==> src/rtl/mmse_sched_pkg.sv <==
// mmse_sched_pkg: shared types and per-symbol constants for the PBCH DMRS MMSE scheduler.
//   state_e    FSM state encoding
//   SYM_BASE   LSE buffer base address of each DMRS symbol
//   SYM_LEN    pilot estimates fetched per symbol
//   SYM_OUT    equalised outputs expected per symbol
//   EQ_TOTAL   outputs per SSB
package mmse_sched_pkg;

    typedef enum logic [2:0] {
        StIdle,
        StFetch,
        StWait,
        StCheck,
        StGap,
        StDone
    } state_e;

    // Element [n] belongs to symbol n.
    localparam logic [3:0][7:0] SYM_BASE = {8'd84, 8'd72, 8'd60, 8'd0};
    localparam logic [3:0][7:0] SYM_LEN  = {8'd60, 8'd12, 8'd12, 8'd60};
    localparam logic [3:0][9:0] SYM_OUT  = {10'd240, 10'd48, 10'd48, 10'd240};

    localparam int unsigned EQ_TOTAL = 576;

endpackage

==> src/rtl/mmse_sched_timer.sv <==
// mmse_sched_timer: WAIT-state watchdog, built only with MMSE_SCHED_TIMEOUT_EN.
//   clk      clock
//   rst      asynchronous active-low reset
//   run      high while the scheduler is in WAIT; low clears the count
//   expired  high once run has lasted TIMEOUT_CYCLES cycles
module mmse_sched_timer #(
    parameter int unsigned TIMEOUT_CYCLES = 2048
) (
    input  logic clk,
    input  logic rst,
    input  logic run,
    output logic expired
);

    localparam int unsigned CntW = $clog2(TIMEOUT_CYCLES + 1);

    logic [CntW-1:0] cnt_q;

    assign expired = run && (cnt_q == CntW'(TIMEOUT_CYCLES));

    always_ff @(posedge clk or negedge rst) begin
        if (!rst) begin
            cnt_q <= '0;
        end else if (!run) begin
            cnt_q <= '0;
        end else if (!expired) begin
            cnt_q <= cnt_q + 1'b1;
        end
    end

endmodule

==> src/rtl/mmse_scheduler.sv <==
// mmse_scheduler: steps the four PBCH DMRS symbols of one SSB through the MMSE engine.
// Fetches each symbol's LSE pilots, streams them to the engine tagged with the symbol number,
// then counts the engine's outputs and hands out channel-estimate buffer write addresses.
//   clk, rst                       clock, asynchronous active-low reset
//   start                          one-cycle pulse, begins an SSB (accepted only in IDLE)
//   lse_rd_en/lse_rd_addr          LSE buffer read port; lse_rd_i/q valid one cycle later
//   mmse_h_i/q, mmse_in_valid      sample stream to the engine, mmse_symbol_num its symbol
//   mmse_out_valid/symbol_done     engine output strobe and end-of-symbol pulse
//   eq_wr_en/eq_wr_addr            channel-estimate buffer write port
//   busy, done, err                status; err is sticky until the next accepted start
// Build option: MMSE_SCHED_TIMEOUT_EN adds a WAIT watchdog that abandons a stalled SSB.
import mmse_sched_pkg::*;

module mmse_scheduler #(
    parameter int unsigned LSE_WORD_LENGTH = 8,
    parameter int unsigned LSE_ADDR_WIDTH  = 8,
    parameter int unsigned TIMEOUT_CYCLES  = 2048
) (
    input  logic                       clk,
    input  logic                       rst,
    input  logic                       start,
    output logic                       lse_rd_en,
    output logic [LSE_ADDR_WIDTH-1:0]  lse_rd_addr,
    input  logic [LSE_WORD_LENGTH-1:0] lse_rd_i,
    input  logic [LSE_WORD_LENGTH-1:0] lse_rd_q,
    output logic [LSE_WORD_LENGTH-1:0] mmse_h_i,
    output logic [LSE_WORD_LENGTH-1:0] mmse_h_q,
    output logic                       mmse_in_valid,
    output logic [1:0]                 mmse_symbol_num,
    input  logic                       mmse_out_valid,
    input  logic                       mmse_symbol_done,
    output logic                       eq_wr_en,
    output logic [9:0]                 eq_wr_addr,
    output logic                       busy,
    output logic                       done,
    output logic                       err
);

    state_e                    state_q, state_d;
    logic [1:0]                sym_q, sym_d;
    logic                      rd_en_q, rd_en_d;
    logic [LSE_ADDR_WIDTH-1:0] rd_addr_q, rd_addr_d;
    logic [7:0]                fetch_cnt_q, fetch_cnt_d;
    logic [9:0]                out_cnt_q, out_cnt_d;
    logic [9:0]                eq_addr_q, eq_addr_d;
    logic                      gap_q, gap_d;
    logic                      in_valid_q;
    logic                      busy_q, busy_d;
    logic                      done_q, done_d;
    logic                      err_q, err_d;
    logic                      timeout;
    logic                      wr_en;

`ifdef MMSE_SCHED_TIMEOUT_EN
    mmse_sched_timer #(
        .TIMEOUT_CYCLES(TIMEOUT_CYCLES)
    ) u_timer (
        .clk    (clk),
        .rst    (rst),
        .run    (state_q == StWait),
        .expired(timeout)
    );
`else
    assign timeout = 1'b0;
`endif

    // Engine outputs only count while waiting for the current symbol.
    assign wr_en = mmse_out_valid && (state_q == StWait);

    always_comb begin
        state_d     = state_q;
        sym_d       = sym_q;
        rd_en_d     = 1'b0;
        rd_addr_d   = rd_addr_q;
        fetch_cnt_d = fetch_cnt_q;
        out_cnt_d   = out_cnt_q;
        eq_addr_d   = eq_addr_q;
        gap_d       = gap_q;
        busy_d      = busy_q;
        done_d      = 1'b0;
        err_d       = err_q;

        // Saturate rather than wrap if the engine over-delivers.
        if (wr_en) begin
            if (out_cnt_q != '1) out_cnt_d = out_cnt_q + 1'b1;
            if (eq_addr_q != '1) eq_addr_d = eq_addr_q + 1'b1;
        end

        unique case (state_q)
            StIdle: begin
                if (start) begin
                    state_d     = StFetch;
                    sym_d       = 2'd0;
                    rd_en_d     = 1'b1;
                    rd_addr_d   = LSE_ADDR_WIDTH'(SYM_BASE[0]);
                    fetch_cnt_d = '0;
                    out_cnt_d   = '0;
                    eq_addr_d   = '0;
                    busy_d      = 1'b1;
                    err_d       = 1'b0;
                end
            end
            StFetch: begin
                fetch_cnt_d = fetch_cnt_q + 1'b1;
                if (fetch_cnt_q == SYM_LEN[sym_q] - 8'd1) begin
                    state_d = StWait;
                end else begin
                    rd_en_d   = 1'b1;
                    rd_addr_d = rd_addr_q + 1'b1;
                end
            end
            StWait: begin
                if (mmse_symbol_done) begin
                    state_d = StCheck;
                end else if (timeout) begin
                    err_d   = 1'b1;
                    done_d  = 1'b1;
                    state_d = StDone;
                end
            end
            StCheck: begin
                if (out_cnt_q != SYM_OUT[sym_q]) err_d = 1'b1;
                if (sym_q == 2'd3) begin
                    state_d = StDone;
                    done_d  = 1'b1;
                end else begin
                    state_d = StGap;
                    sym_d   = sym_q + 2'd1;
                    gap_d   = 1'b0;
                end
            end
            StGap: begin
                if (gap_q) begin
                    state_d     = StFetch;
                    rd_en_d     = 1'b1;
                    rd_addr_d   = LSE_ADDR_WIDTH'(SYM_BASE[sym_q]);
                    fetch_cnt_d = '0;
                    out_cnt_d   = '0;
                end else begin
                    gap_d = 1'b1;
                end
            end
            StDone: begin
                state_d = StIdle;
                sym_d   = 2'd0;
                busy_d  = 1'b0;
            end
            default: state_d = StIdle;
        endcase
    end

    always_ff @(posedge clk or negedge rst) begin
        if (!rst) begin
            state_q     <= StIdle;
            sym_q       <= 2'd0;
            rd_en_q     <= 1'b0;
            rd_addr_q   <= '0;
            fetch_cnt_q <= '0;
            out_cnt_q   <= '0;
            eq_addr_q   <= '0;
            gap_q       <= 1'b0;
            in_valid_q  <= 1'b0;
            busy_q      <= 1'b0;
            done_q      <= 1'b0;
            err_q       <= 1'b0;
        end else begin
            state_q     <= state_d;
            sym_q       <= sym_d;
            rd_en_q     <= rd_en_d;
            rd_addr_q   <= rd_addr_d;
            fetch_cnt_q <= fetch_cnt_d;
            out_cnt_q   <= out_cnt_d;
            eq_addr_q   <= eq_addr_d;
            gap_q       <= gap_d;
            in_valid_q  <= rd_en_q;
            busy_q      <= busy_d;
            done_q      <= done_d;
            err_q       <= err_d;
        end
    end

    assign lse_rd_en       = rd_en_q;
    assign lse_rd_addr     = rd_addr_q;
    assign mmse_in_valid   = in_valid_q;
    assign mmse_h_i        = in_valid_q ? lse_rd_i : '0;
    assign mmse_h_q        = in_valid_q ? lse_rd_q : '0;
    assign mmse_symbol_num = sym_q;
    assign eq_wr_en        = wr_en;
    assign eq_wr_addr      = eq_addr_q;
    assign busy            = busy_q;
    assign done            = done_q;
    assign err             = err_q;

endmodule

==> config.mk <==
export PLATFORM = sky130hd
export DESIGN_NAME = mmse_scheduler
export DESIGN_NICKNAME = d
export VERILOG_FILES = /design/src/rtl/mmse_sched_pkg.sv /design/src/rtl/mmse_sched_timer.sv /design/src/rtl/mmse_scheduler.sv
export SDC_FILE = /design/constraint.sdc
export NUM_CORES = 1
export LEC_CHECK = 0
export CAP_MARGIN = 20
export CORE_MARGIN = 5
export CORE_UTILIZATION = 30
export DETAILED_ROUTE_END_ITERATION = 6
export GPL_TIMING_DRIVEN = 0
export PLACE_DENSITY = 0.64
export RECOVER_POWER = 50
export SYNTH_ARGS = -nofsm -noshare
export SYNTH_HDL_FRONTEND = slang
export SYNTH_SLANG_ARGS = --single-unit
==> constraint.sdc <==
create_clock -name clk -period 4.57 [get_ports clk]
set_input_delay 0.457 -clock clk [delete_from_list [all_inputs] [get_ports clk]]
set_output_delay 0.457 -clock clk [all_outputs]
set_load 0.05 [all_outputs]
-- After elaboration in Yosys (flattened, before gate mapping)
Index checks and enable logic that the tools add are counted.
- register bits: 47
- bits in latches: 0
- memory bits (writable): 0
- memory bits (read-only): 0
- input bits: 21
- output and inout port bits: 42
- word-level logic and storage cells: 95
- memories: 0
- add/sub/neg operators: 6
- multipliers: 0
- divide/modulo/power cells: 0
- order comparisons: 1
- equality and inequality tests: 17
- shift-type cells: 0
- multiplexer cells: 45
- bitwise logic cells: 0
- reductions and logical operators: 14
- operators with widths (operator ; count):
    $mux W10 ; 9
    $mux W8 ; 8
    $pmux W8 S3 ; 2
    $bmux W8 S2 ; 2
    $add A10 B1 Y10 const B ; 2
    $bmux W10 S2 ; 1
    $ne A10 B10 Y1 const B ; 2
    $pmux W10 S2 ; 1
    $add A8 B1 Y8 const B ; 2
    $pmux W3 S5 ; 1
    $ne A2 B2 Y1 const B ; 7
    $mux W3 ; 4
    $mux W1 ; 10
    $ne A10 B10 Y1 ; 1
    $reduce_and A3 Y1 ; 3
    $eq A8 B8 Y1 ; 1
    $reduce_and A4 Y1 ; 2
    $sub A8 B1 Y8 const B ; 1
    $eq A3 B2 Y1 const B ; 2
    $eq A3 B3 Y1 const B ; 2
    $pmux W1 S2 ; 3
    $pmux W2 S3 ; 1
    $reduce_bool A2 Y1 ; 3
    $reduce_bool A3 Y1 ; 2
    other kinds (9) ; 11

-- Logic depth before layout (Yosys ltp)
- depth in word-level cells: 6
- gate-level depth with buffers: 7
- depth with buffers taken out: 7

-- Least setup slack after synthesis
Ideal clock, no wire load.
- kind: register to register
- start: reg sym_q[1], in the netlist mmse_symbol_num[1]
- end: reg rd_addr_q[2], in the netlist lse_rd_addr[2]
- setup time: 123 ps
- data arrival time: 2168 ps
- data required time: 4447 ps
- path slack: 2280 ps
- cell stages (with the launch flop): 8
- path buffers: 0
- clock period less this slack: 2290 ps
- path through: dfrtp_1 inv_1 ha_1 nor3_1 o2111ai_1 a21oi_1 inv_1 o221a_2
- cells in the longest elaborated chain, start to end: 6
- elaborated cells on any way between the ends: 10
- those cells by class: 1 x add/sub; 2 x eq/ne; 6 x mux; 1 x reduce/logical
- ends and longest elaborated chain (what ; RTL line ; text):
    start: declaration ; mmse_scheduler.sv:40 ; logic [1:0] sym_q, sym_d;
    start signal: assignment ; mmse_scheduler.sv:168 ; sym_q <= sym_d;
    $bmux W8 S2 ; mmse_scheduler.sv:105 ; if (fetch_cnt_q == SYM_LEN[sym_q] - 8'd1) begin
    $mux W8 (not written as such) ; mmse_scheduler.sv:105 ;
    $sub A8 B1 Y8 ; mmse_scheduler.sv:105 ;
    $eq A8 B8 Y1 ; mmse_scheduler.sv:105 ;
    $ne A2 B2 Y1 (no line) ; n/a ;
    $reduce_and A4 Y1 (no line) ; n/a ;
    end signal: assignment ; mmse_scheduler.sv:170 ; rd_addr_q <= rd_addr_d;
    end: declaration ; mmse_scheduler.sv:42 ; logic [LSE_ADDR_WIDTH-1:0] rd_addr_q, rd_addr_d;
Parallel ways exist; a longest one is shown, timed or not. The select of a mux whose other input is x is not followed.
A chain may end at the register's enable or synchronous reset.

-- Worst setup path after layout
- start: reg state_q[1]
- end: out eq_wr_en
- cells in the longest elaborated chain, start to end: 2
- ends and longest elaborated chain (what ; RTL line ; text):
    start: declaration ; mmse_scheduler.sv:39 ; state_e state_q, state_d;
    start signal: assignment ; mmse_scheduler.sv:154 ; state_q <= StIdle;
    start signal: assignment ; mmse_scheduler.sv:167 ; state_q <= state_d;
    $eq A3 B2 Y1 ; mmse_scheduler.sv:68 ; assign wr_en = mmse_out_valid && (state_q == StWait);
    $logic_and A1 B1 Y1 ; mmse_scheduler.sv:68 ;
    end: declaration ; mmse_scheduler.sv:32 ; output logic eq_wr_en,
Every way passes these cells.

==> results.yml <==
logic_synthesis:
  synthDistinctLibCells: 49
  syn_inst: 292
  synth_area_leaders: "dfrtp_1, and2_1, nand2_1"
  synth-compound-area-share_pct: 16.3
  synthAdderAreaFrac_pct: 3.26
  yosys.area.top_type: "dfrtp_1"
  ys_async_sr_fraction_pct: 100
  synth_edf_count: 0
  synth_top_family_by_area: "simple AND/OR/NAND/NOR gates"
  synth_nets: 320
  ys_warn_count: 0
  syn_avg_cell_area_sq_um: 9.19
  yosys.area_share.simple_pct: 27.8
  synthesis.area_sq_um: 2680
  ys_ff_latch: 47
  muxShareOfSynthArea_pct: 1.86
  yosysTopAreaCellShare_pct: 43.8
  synth_xor_area_share_pct: 2.94
  seq_area_frac_synth_pct: 43.8
  synth_flop_cell: "dfrtp_1"
detailed_routing:
  wl_met2_um: 3370
  vias: 2451
  dr_wl_met3_um: 275
  drt-pass1-iter-count: 4
  ant_nets: 0
  wl_met1_um: 3170
  first_iter_violations: 118
  drc: 0
  drt_wl_total_um: 6890
  viasPerCell: 5.21
  top_layer: "met4"
  wl_per_cell_um: 14.7
critical_path:
  cp_num_buf_inv: 3
  critPathSlowestCell: "clkdlybuf4s50_1"
  r2r-start: "mmse_symbol_num[0]"
  critPathMaxFanout: 8
  worstSetupStartpointType: "flip-flop"
  reg2reg_to: "lse_rd_addr[2]"
  required_ns: 4.11
  cp_num_cells: 4
  critical_path.top_delay_family: "buffers and inverters"
  slowest_delay_ns: 0.85
  r2r_setup_slack_ns: 2.06
  crit_chain: "clkbuf_1, nand4bb_1, inv_1, clkdlybuf4s50_1"
  worst_setup_path_end_kind: "output pin"
  reg2reg_depth: 6
  crit_type: "reg2out"
  arrival_ns: 2.45
die:
  fp.dieW_um: 105
  die_h_um: 105
  dieArea_sq_um: 10900
  ios: 63
  floorplan.initialDensity_pct: 30.8
  fp-row-count: 34
  core_sq_um: 8720
placed_design:
  place.gp.congestion: 0.797
  port_buffers: 62
  dp_hpwl_um: 5130
  place_area_sq_um: 3450
  dp.cells: 463
  place_ws_ns: 1.90
cells_and_area:
  area_delta_synth_final_pct: 30.2
  utilization_pct: 40.1
  drive_gt1_share_pct: 3.59
  fin_cells: 470
  diodes: 0
  mostFrequentLayoutCells: "clkdlybuf4s50_1, dfrtp_1, nand2_1"
  final_common_cell: "clkdlybuf4s50_1"
  nNetsFinal: 390
  fillerInstances: 875
  postLayoutCellArea_sq_um: 3490
timing:
  fmax_mhz: 344
  hold_ws_ns: 0.106
  grt_setup_unrepaired: "false"
  setup_viol: 0
  fin_skew_ns: 0.0112
  fin_setup_tns_ns: 0
  period_minus_slack_ns: 2.91
  worst_pin_slew_ns: 2.09
  hold_viol: 0
  slew_viol_final: 39
  timing.slew.headroom_pct: -39.1
  period_share_pct: 63.7
  fin_ws_ns: 1.66
global_routing:
  grt_max_degree: 39
  grt_pass1_vias: 2289
  antenna_found_initial: 0
  grt_remaining_overflow: 0
  grt_pass1_wl_um: 11500
  grt_util_all_layers_pct: 12.6
clocking:
  cts_resized: 0
  ctsHoldBuffers: 0
  clock_path_buffers: 2
  root_buffer: "clkbuf_8"
  insertion_delay_ns: 0.30
  numCtsBuffers: 5
  clock-sinks: 47
  cts_max_level: 2
  cts_setup_buffers: 0
  cts_tree: "built"
  clk_pin_slew_ns: 0.09
flow_run:
  max-cap-violations: 1
pwr:
  p_total_mw: 1.50
  ir_drop_mv: 0.180
  power.leakage_nw: 1.44
  powerDensity_nw_per_um2: 430
run_status:
  status: "complete, but fails checks"
  violations: "max-capacitance violations, max-slew violations"
min_path:
  worstHoldPathType: "in2async"
[routing by layer]
metal / track usage [%] / vias to the layer above
met4: 3.65 / 0
met3: 2.71 / 6
met5: 0 / -
met2: 20.7 / 45
li1: - / 1211
met1: 16.7 / 1189
[synthesized netlist by cell type, types with 7 or more instances]
cell and number:
inv_1 13, dfrtp_1 47, ha_1 7, a21oi_1 13, xor2_1 8, nand2_1 27, clkbuf_1 9, nand3_1 20
and2_1 19, and3_1 8, o21ai_0 14, nor2_1 20
[state kept, by name, summed over array words and instances (netlist names)]
name             count
done                 1
fetch_cnt_q          8
state_q              3
gap_q                1
lse_rd_addr          8
mmse_in_valid        1
err                  1
mmse_symbol_num      2
lse_rd_en            1
eq_wr_addr          10
out_cnt_q           10
busy                 1
[where the power goes]
part	switching, mW	internal (mW)
logic	0.466	0.236
clock network	0.139	0.119
registers	0.0731	0.470
[logic make-up after synthesis]
kind of cell / Yosys count
AOI/OAI and AO/OA: 64
xor gates and xnor gates: 9
adders and majority gates: 7
buffers and inverters: 26
DFF: 47
muxes: 5
and+or+nand+nor: 134
[layout make-up]
| type | instances | area (sq um) | share of cell area (%) |
|---|---|---|---|
| multi-input cells | 219 | 1380 | 39.5 |
| flip-flops and latches | 47 | 1180 | 33.7 |
| repair buffers | 63 | 618 | 17.7 |
| well taps | 108 | 135 | 3.87 |
| clock buffers | 6 | 82.6 | 2.36 |
| plain buffers | 13 | 50.0 | 1.43 |
| inverters | 13 | 48.8 | 1.40 |
| clock inverters | 1 | 5.00 | 0.143 |
[worst max-delay path by stage]
stage | start | endpoint | slack [ns]
2_1_floorplan | mmse_symbol_num[1] | lse_rd_addr[2] | 2.28
3_3_place_gp | rst | eq_wr_addr[7] | 1.64
3_5_place_dp | mmse_out_valid | eq_wr_en | 1.90
4_1_cts | mmse_out_valid | eq_wr_en | 1.89
5_1_grt | rst | out_cnt_q[0] | 1.51
6_report | state_q[1] | eq_wr_en | 1.66
No activity file was read; power rests on OpenSTA's default activity.
